===== src/rtl/store_pkg.sv =====
// -----------------------------------------------------------------------------
// store_pkg
//   Shared definitions for the load/store sub-word path.
//   - RISC-V funct3 codes for stores and for the matching loads.
//   - Encoding of the store read-modify-write FSM states.
//   - is_bad_store(): classifies a store request as undefined or misaligned.
// -----------------------------------------------------------------------------
package store_pkg;

    // Store funct3 codes
    localparam logic [2:0] F3_SB  = 3'b000;
    localparam logic [2:0] F3_SH  = 3'b001;
    localparam logic [2:0] F3_SW  = 3'b010;

    // Load funct3 codes, kept here so the load extend stage shares one source
    localparam logic [2:0] F3_LB  = 3'b000;
    localparam logic [2:0] F3_LH  = 3'b001;
    localparam logic [2:0] F3_LW  = 3'b010;
    localparam logic [2:0] F3_LBU = 3'b100;
    localparam logic [2:0] F3_LHU = 3'b101;

    // FSM state encodings
    localparam logic [2:0] ST_IDLE_ENC  = 3'd0;
    localparam logic [2:0] ST_READ_ENC  = 3'd1;
    localparam logic [2:0] ST_MERGE_ENC = 3'd2;
    localparam logic [2:0] ST_WRITE_ENC = 3'd3;
    localparam logic [2:0] ST_ERR_ENC   = 3'd4;

    typedef enum logic [2:0] {
        ST_IDLE  = ST_IDLE_ENC,
        ST_READ  = ST_READ_ENC,
        ST_MERGE = ST_MERGE_ENC,
        ST_WRITE = ST_WRITE_ENC,
        ST_ERR   = ST_ERR_ENC
    } store_state_e;

    // A store is rejected when funct3 is not a store code, or when the
    // address is not naturally aligned for the access size.
    function automatic logic is_bad_store(input logic [2:0] funct3,
                                          input logic [1:0] addr_lo);
        logic bad;
        case (funct3)
            F3_SB:   bad = 1'b0;
            F3_SH:   bad = addr_lo[0];
            F3_SW:   bad = (addr_lo != 2'b00);
            default: bad = 1'b1;
        endcase
        return bad;
    endfunction

endpackage : store_pkg


===== src/rtl/store_lane_merge.sv =====
// -----------------------------------------------------------------------------
// store_lane_merge
//   Combinational lane insertion for sub-word stores (little-endian).
//   Ports:
//     i_old_word [31:0]  word read back from memory
//     i_funct3   [2:0]   store type (sb / sh; anything else passes old word)
//     i_addr_lo  [1:0]   byte offset within the word
//     i_wdata    [15:0]  low halfword of rs2 (sb uses only [7:0])
//     o_merged   [31:0]  old word with the target lane(s) replaced
// -----------------------------------------------------------------------------
module store_lane_merge
    import store_pkg::*;
(
    input  logic [31:0] i_old_word,
    input  logic [2:0]  i_funct3,
    input  logic [1:0]  i_addr_lo,
    input  logic [15:0] i_wdata,
    output logic [31:0] o_merged
);

    // NOTE: every output of a combinational block gets a default first, so
    // no path through the case leaves it unassigned and infers a latch.
    always_comb begin
        o_merged = i_old_word;
        case (i_funct3)
            F3_SB: begin
                case (i_addr_lo)
                    2'd0: o_merged[7:0]   = i_wdata[7:0];
                    2'd1: o_merged[15:8]  = i_wdata[7:0];
                    2'd2: o_merged[23:16] = i_wdata[7:0];
                    2'd3: o_merged[31:24] = i_wdata[7:0];
                    default: ;
                endcase
            end
            F3_SH: begin
                if (i_addr_lo[1]) begin
                    o_merged[31:16] = i_wdata;
                end else begin
                    o_merged[15:0]  = i_wdata;
                end
            end
            default: ;
        endcase
    end

endmodule : store_lane_merge


===== src/rtl/store_rmw_unit.sv =====
// -----------------------------------------------------------------------------
// store_rmw_unit
//   Store path to a word-wide data memory without byte enables. Word stores
//   are written directly; byte/halfword stores read the word, merge the new
//   lane and write it back. Undefined or misaligned stores are rejected with
//   a done+err pulse and no memory access.
//   Ports:
//     clk, reset        clock; synchronous active-high reset
//     req_valid/ready   request handshake (ready only while idle)
//     req_funct3 [2:0]  store type (sb/sh/sw)
//     req_addr   [31:0] byte address
//     req_wdata  [31:0] rs2 value
//     done              one-cycle completion pulse
//     err               one-cycle reject pulse, coincident with done
//     mem_addr   [31:0] word-aligned address, 0 while idle
//     mem_re / mem_we   memory read / write strobes (never together)
//     mem_wdata  [31:0] word to write, 0 when mem_we is low
//     mem_rdata  [31:0] read data, valid the cycle after mem_re
// -----------------------------------------------------------------------------
module store_rmw_unit
    import store_pkg::*;
(
    input  logic        clk,
    input  logic        reset,
    input  logic        req_valid,
    output logic        req_ready,
    input  logic [2:0]  req_funct3,
    input  logic [31:0] req_addr,
    input  logic [31:0] req_wdata,
    output logic        done,
    output logic        err,
    output logic [31:0] mem_addr,
    output logic        mem_re,
    output logic        mem_we,
    output logic [31:0] mem_wdata,
    input  logic [31:0] mem_rdata
);

    store_state_e r_state;
    store_state_e w_state_next;

    logic [2:0]  r_funct3;
    logic [31:0] r_addr;
    logic [31:0] r_wdata;
    logic [31:0] r_merged;

    logic        w_accept;
    logic [31:0] w_merged;

    assign w_accept = req_valid && (r_state == ST_IDLE);

    store_lane_merge u_lane_merge (
        .i_old_word (mem_rdata),
        .i_funct3   (r_funct3),
        .i_addr_lo  (r_addr[1:0]),
        .i_wdata    (r_wdata[15:0]),
        .o_merged   (w_merged)
    );

    // Next-state logic
    always_comb begin
        w_state_next = r_state;
        case (r_state)
            ST_IDLE: begin
                if (req_valid) begin
                    if (is_bad_store(req_funct3, req_addr[1:0])) begin
                        w_state_next = ST_ERR;
                    end else if (req_funct3 == F3_SW) begin
                        w_state_next = ST_WRITE;
                    end else begin
                        w_state_next = ST_READ;
                    end
                end
            end
            ST_READ:  w_state_next = ST_MERGE;
            ST_MERGE: w_state_next = ST_WRITE;
            ST_WRITE: w_state_next = ST_IDLE;
            ST_ERR:   w_state_next = ST_IDLE;
            default:  w_state_next = ST_IDLE;
        endcase
    end

    // NOTE: sequential state uses non-blocking assignments so every register
    // samples the pre-edge values, independent of statement order.
    always_ff @(posedge clk) begin
        if (reset) begin
            // NOTE: every register, including the request latches and the
            // merge register, is cleared so outputs are defined after reset.
            r_state  <= ST_IDLE;
            r_funct3 <= 3'b000;
            r_addr   <= 32'h0;
            r_wdata  <= 32'h0;
            r_merged <= 32'h0;
        end else begin
            r_state <= w_state_next;
            if (w_accept) begin
                r_funct3 <= req_funct3;
                r_addr   <= req_addr;
                r_wdata  <= req_wdata;
            end
            // mem_rdata is valid in MERGE because READ issued the strobe
            if (r_state == ST_MERGE) begin
                r_merged <= w_merged;
            end
        end
    end

    // Outputs decode directly from the registered state, so reset drives
    // them to their idle values in the following cycle.
    assign req_ready = (r_state == ST_IDLE);
    assign mem_re    = (r_state == ST_READ);
    assign mem_we    = (r_state == ST_WRITE);
    assign done      = (r_state == ST_WRITE) || (r_state == ST_ERR);
    assign err       = (r_state == ST_ERR);
    assign mem_addr  = (r_state == ST_IDLE) ? 32'h0 : {r_addr[31:2], 2'b00};

    // sw writes the latched rs2 word untouched; sub-word stores write the merge
    assign mem_wdata = (r_state != ST_WRITE) ? 32'h0 :
                       (r_funct3 == F3_SW)   ? r_wdata : r_merged;

endmodule : store_rmw_unit


===== config.mk =====
export PLATFORM = sky130hd
export DESIGN_NAME = store_rmw_unit
export DESIGN_NICKNAME = d
export VERILOG_FILES = /design/src/rtl/store_pkg.sv /design/src/rtl/store_lane_merge.sv /design/src/rtl/store_rmw_unit.sv
export SDC_FILE = /design/constraint.sdc
export NUM_CORES = 1
export LEC_CHECK = 0
export CAP_MARGIN = 20
export CELL_PAD_IN_SITES_DETAIL_PLACEMENT = 1
export CELL_PAD_IN_SITES_GLOBAL_PLACEMENT = 2
export CORE_AREA = 2 2 179 111
export DETAILED_ROUTE_END_ITERATION = 10
export DIE_AREA = 0 0 181 113
export PLACE_DENSITY = 0.89
export SLEW_MARGIN = 20
export SYNTH_ARGS = -nofsm -noshare
export SYNTH_HDL_FRONTEND = slang
export SYNTH_SLANG_ARGS = --single-unit
export TNS_END_PERCENT = 5

===== constraint.sdc =====
create_clock -name clk -period 5.86 [get_ports clk]
set_clock_uncertainty 0.2 [all_clocks]
set_input_delay 0.879 -clock clk [delete_from_list [all_inputs] [get_ports clk]]
set_output_delay 0.879 -clock clk [all_outputs]
set_load 0.05 [all_outputs]

After elaboration in Yosys (flattened, before gate mapping)
Index checks and enable logic that the tools add are counted.

word-level totals
  register bits after elaboration = 102
  output and inout port bits = 69
  logic and storage cells = 42

operators by class
  equality and inequality tests = 13
  mux-type cells = 17
  reductions and logical operators = 7

operators by type and width
  operator                                                number
  2-to-1 mux 32 bit                                       3
  case mux 32 bit (2 select lines)                        1
  2-to-1 mux 16 bit                                       2
  2-to-1 mux 8 bit                                        4
  == test 3 x 2 -> 1 bit (second input constant)          4
  == test 3 x 1 -> 1 bit (second input constant)          3
  logical NOT 3 bit                                       3
  case mux 3 bit (3 select lines)                         1
  2-to-1 mux 3 bit                                        2
  == test 2 bit (second input constant)                   2
  == test 3 bit (second input constant)                   1
  inequality test 3 x 2 -> 1 bit (second input constant)  1
  case mux 1 bit (3 select lines)                         1
  == test 2 x 1 -> 1 bit (second input constant)          1
  logical NOT 2 bit                                       1
  2-to-1 mux 1 bit                                        2
  2-to-1 mux 2 bit                                        1
  inequality test 2 bit (second input constant)           1
  nonzero test 2 bit                                      1
  logical AND 1 bit                                       1
  logical OR 1 bit                                        1

Longest topological paths before layout
  word-level depth = 7
  gate-level depth with buffers = 10

Cells and area by module
From an unflattened synthesis, not the netlist that was laid out.

unflattened totals
  cells, all modules = 706
  area, all modules = 5142.4 sq um

by module, submodules not included
  module            times used  cells an instance  area an instance (sq um)
  store_rmw_unit    1           600                4284.1
  store_lane_merge  1           106                858.3

Least setup slack after synthesis
No wires, ideal clock.

  kind = reg2out
  from = register r_state[1]
  to = output port done
  data arrival time = 2.082 ns
  slack = 2.699 ns
  cell stages (with the launch flop) = 4
  buffers on the path = 1
  cells stage by stage = dfxtp_1 clkbuf_1 nor3b_1 or2_2

on the way
  word-level cells in the longest chain between the ends = 2
  elaborated cells between the ends (all ways) = 3

RTL lines
  element                 line                   text
  start, declared         store_rmw_unit.sv:39   store_state_e r_state;
  start signal, assigned  store_rmw_unit.sv:95   r_state <= w_state_next;
  == test 3 bit           n/a
  named net err           store_rmw_unit.sv:31   output logic err,
  logical OR 1 bit        store_rmw_unit.sv:113  assign done = (r_state == ST_WRITE) || (r_state == ST_ERR);
  end, declared           store_rmw_unit.sv:30   output logic done,

The timed path passes the listed nets, and every way through them passes these cells.

Worst setup path in the final report
  from = register r_funct3[0]
  to = output port mem_wdata[19]

on the way
  word-level cells in the longest chain between the ends = 3

RTL lines
  element                 line                   text
  start, declared         store_rmw_unit.sv:42   logic [2:0] r_funct3;
  start signal, assigned  store_rmw_unit.sv:97   r_funct3 <= req_funct3;
  == test 3 x 2 -> 1 bit  store_rmw_unit.sv:119  (r_funct3 == F3_SW) ? r_wdata : r_merged;
  2-to-1 mux 32 bit       store_rmw_unit.sv:119
  2-to-1 mux 32 bit       store_rmw_unit.sv:118  assign mem_wdata = (r_state != ST_WRITE) ? 32'h0 :
  end, declared           store_rmw_unit.sv:35   output logic [31:0] mem_wdata,

No other way between the ends.

==> results.json <==
{
  "worstPathArrival_ps": 2960,
  "critPathKind": "flip-flop to primary output",
  "instances_no_fill": 1051,
  "areaGrowthSynthToFinish_pct": 42.0,
  "wire_per_inst_um": 17.9,
  "synthCells": 671,
  "reg2reg_depth": 6,
  "synth_flop_cell": "dfxtp_1",
  "antenna_found_initial": 1,
  "dp_cells": 1035,
  "viasPerCell": 4.88,
  "postCtsHoldBufs": 0,
  "synth_edf_count": 0,
  "fill_cells": 2305,
  "syn_area_um2": 4980,
  "cts_tree": "built",
  "overflow": 0,
  "yosysWarnings": 0,
  "cts_setup_buffers": 0,
  "cellLeakagePower_nw": 2.49,
  "netSwitchingFraction_pct": 31.2,
  "port-buffer-count": 168,
  "drt_iter0_drc": 312,
  "vias": 5134,
  "seq_power_share_pct": 42.4,
  "clkPwrFrac_pct": 35.0,
  "r2r_start": "r_state[2]$_SDFFE_PP0P_",
  "design_area_um2": 7080,
  "yosysUniqueCellTypes": 37,
  "post-synth-top-count-cell": "nand2_1",
  "cts_root_buf": "clkbuf_16",
  "reg2reg_to": "r_addr[4]$_SDFFE_PP0P_",
  "placementRows": 39,
  "initial_utilization_pct": 26.6,
  "tns_ps": 0,
  "dp_hpwl_mm": 13.4,
  "place_area_um2": 6760,
  "avgSynthCellArea_um2": 7.43,
  "synthTopCellsByArea": "dfxtp_1, nand2_1, a21oi_1",
  "fmaxAchievable_mhz": 248,
  "clk_pin_slew_ps": 70,
  "worst_pin_slew_ps": 981,
  "worstHoldStart": "r_addr[22]$_SDFFE_PP0P_",
  "core-area_um2": 18700,
  "grt_pass1_wl_mm": 29.4,
  "finalNetCount": 902,
  "min_to": "r_addr[22]$_SDFFE_PP0P_",
  "post_cts_resized": 0,
  "yosysTopAreaCell": "dfxtp_1",
  "drive_gt1_share_pct": 6.46,
  "r2r_slack_ps": 2800,
  "grt_usage_pct": 18.4,
  "setup_viol": 0,
  "clockBufferDepth": 2,
  "min_period_ps": 4040,
  "die-height_um": 113,
  "drt_wl_total_mm": 18.8,
  "dr.pass1.iters": 7,
  "p_int_w": 0.00130,
  "slew-limit-headroom_pct": 34.6,
  "worst_ir_drop_vdd_mv": 0.143,
  "holdWs_ps": 252,
  "maxCapViolCount": 0,
  "pwr-share-comb_pct": 22.6,
  "ys_seq_area_share_pct": 41.0,
  "synth_common_cells": "nand2_1, a21oi_1, dfxtp_1, nor2_1, clkbuf_1",
  "cp-end-kind": "primary output",
  "p_per_area_nw_per_um2": 266,
  "gp_congestion": 0.780,
  "start_kind": "flip-flop",
  "switchingPower_w": 0.000589,
  "rsz0062_at_grt": "no",
  "required_ps": 4780,
  "clock_sinks": 102,
  "maxSlewViolCount": 0,
  "cp_max_fo": 18,
  "drc_errors": 0,
  "status": "completed",
  "die_w_um": 181,
  "synth_top_area_share_pct": 41.0,
  "finalHoldViolations": 0,
  "antenna_cells": 0,
  "ant_nets": 0,
  "ys_ff_latch": 102,
  "cts_made_buffers": 9,
  "async_flop_share_pct": 0,
  "fin_crit_sh_pct": 68.9,
  "hold_depth": 2,
  "min_path_type": "flip-flop to flip-flop",
  "insertion_delay_ps": 350,
  "io_pins": 171,
  "grt_max_degree": 58,
  "htreeDepth": 3,
  "grt_pass1_vias": 5071,
  "die_area_um2": 20500
}
==> cell families (layout without fill, tap and decap cells) <==
logic type | after synthesis | in the layout | synth area share, %
compound gates | 177 | 177 | 21.6
xor+xnor | 1 | 1 | 0.176
buf+inv | 62 | 195 | 6.00
flops | 102 | 102 | 41.0
mux | 27 | 27 | 5.90
other cells | 1 | 2 | 0.0752
simple gates | 301 | 301 | 25.2
==> metrics by stage <==
| step | total power [W] | utilization [%] | setup WS, ps |
|---|---|---|---|
| 4_1_cts | 0.00190 | 37.8 | 1790 |
| 5_1_grt | 0.00199 | 37.8 | 1590 |
| 3_5_place_dp | 0.00124 | 36.1 | 2180 |
| 3_3_place_gp | 0.00124 | 36.1 | 2180 |
| 2_1_floorplan | 0.00107 | - | 2700 |
| 6_report | 0.00189 | 37.8 | 1820 |
==> worst max-delay path, stage by stage, from the launching register on <==
cell and delay (ps):
dfxtp_1 440, nor2_1 170, and2_1 500, buf_4 350, nand2_1 80, a21oi_1 210
clkdlybuf4s50_1 840
==> routing by layer <==
layer	up-vias	part of all wire, %	GRT usage [%]
li1	2531	-	-
met3	13	7.2	5.21
met2	172	40	26.0
met4	2	0.50	2.82
met1	2416	53	27.8
met5	-	0.085	0
==> cell usage in the layout, fill, tap and decap left out, types with 7 or more instances in the layout <==
cell type and count:
nand2_1 211, clkdlybuf4s50_1 167, a21oi_1 107, dfxtp_1 102
nor2_1 41, and2_1 32, a211oi_1 31, mux2_2 19
a222oi_1 16, o21ai_0 10, clkbuf_16 9, buf_4 9
mux2i_1 8, a22oi_1 7
==> final cells by class <==
type | instances | area (µm²) | share of cell area [%]
Clock buffer | 9 | 225 | 3.18
Clock inverter | 7 | 95.1 | 1.34
Sequential cell | 102 | 2040 | 28.8
Multi-Input combinational cell | 508 | 2660 | 37.5
Tap cell | 246 | 308 | 4.35
Inverter | 3 | 12.5 | 0.177
Timing Repair Buffer | 176 | 1740 | 24.6
==> worst max-delay path by stage <==
stage / endpoint / from / cells past startpoint / slack (ps)
detailed placement: mem_wdata[19] / r_funct3[0]$_SDFFE_PP0P_ / 6 / 2180
finish: mem_wdata[19] / r_funct3[0]$_SDFFE_PP0P_ / 6 / 1820
CTS: mem_wdata[19] / r_funct3[0]$_SDFFE_PP0P_ / 6 / 1790
global placement: mem_wdata[19] / r_funct3[0]$_SDFFE_PP0P_ / 6 / 2180
global route: mem_wdata[2] / r_funct3[0]$_SDFFE_PP0P_ / 6 / 1590
floorplan: done / r_state[1]$_SDFFE_PP0P_ / 3 / 2700
==> flip-flops by register name, summed over array words and instances, names as in the netlist <==
| signal | count |
|---|---|
| r_addr | 32 |
| r_merged | 32 |
| r_wdata | 32 |
| r_funct3 | 3 |
| r_state | 3 |
==> power by group through the flow <==
stage / combinational (W) / sequential (W) / clock (W)
2_1_floorplan: 0.000282 / 0.000789 / 0
3_3_place_gp: 0.000422 / 0.000814 / 0
3_5_place_dp: 0.000427 / 0.000815 / 0
4_1_cts: 0.000429 / 0.000799 / 0.000676
5_1_grt: 0.000468 / 0.000809 / 0.000712
6_report: 0.000426 / 0.000800 / 0.000660
Note: power is estimated with default switching activity, not from simulation.
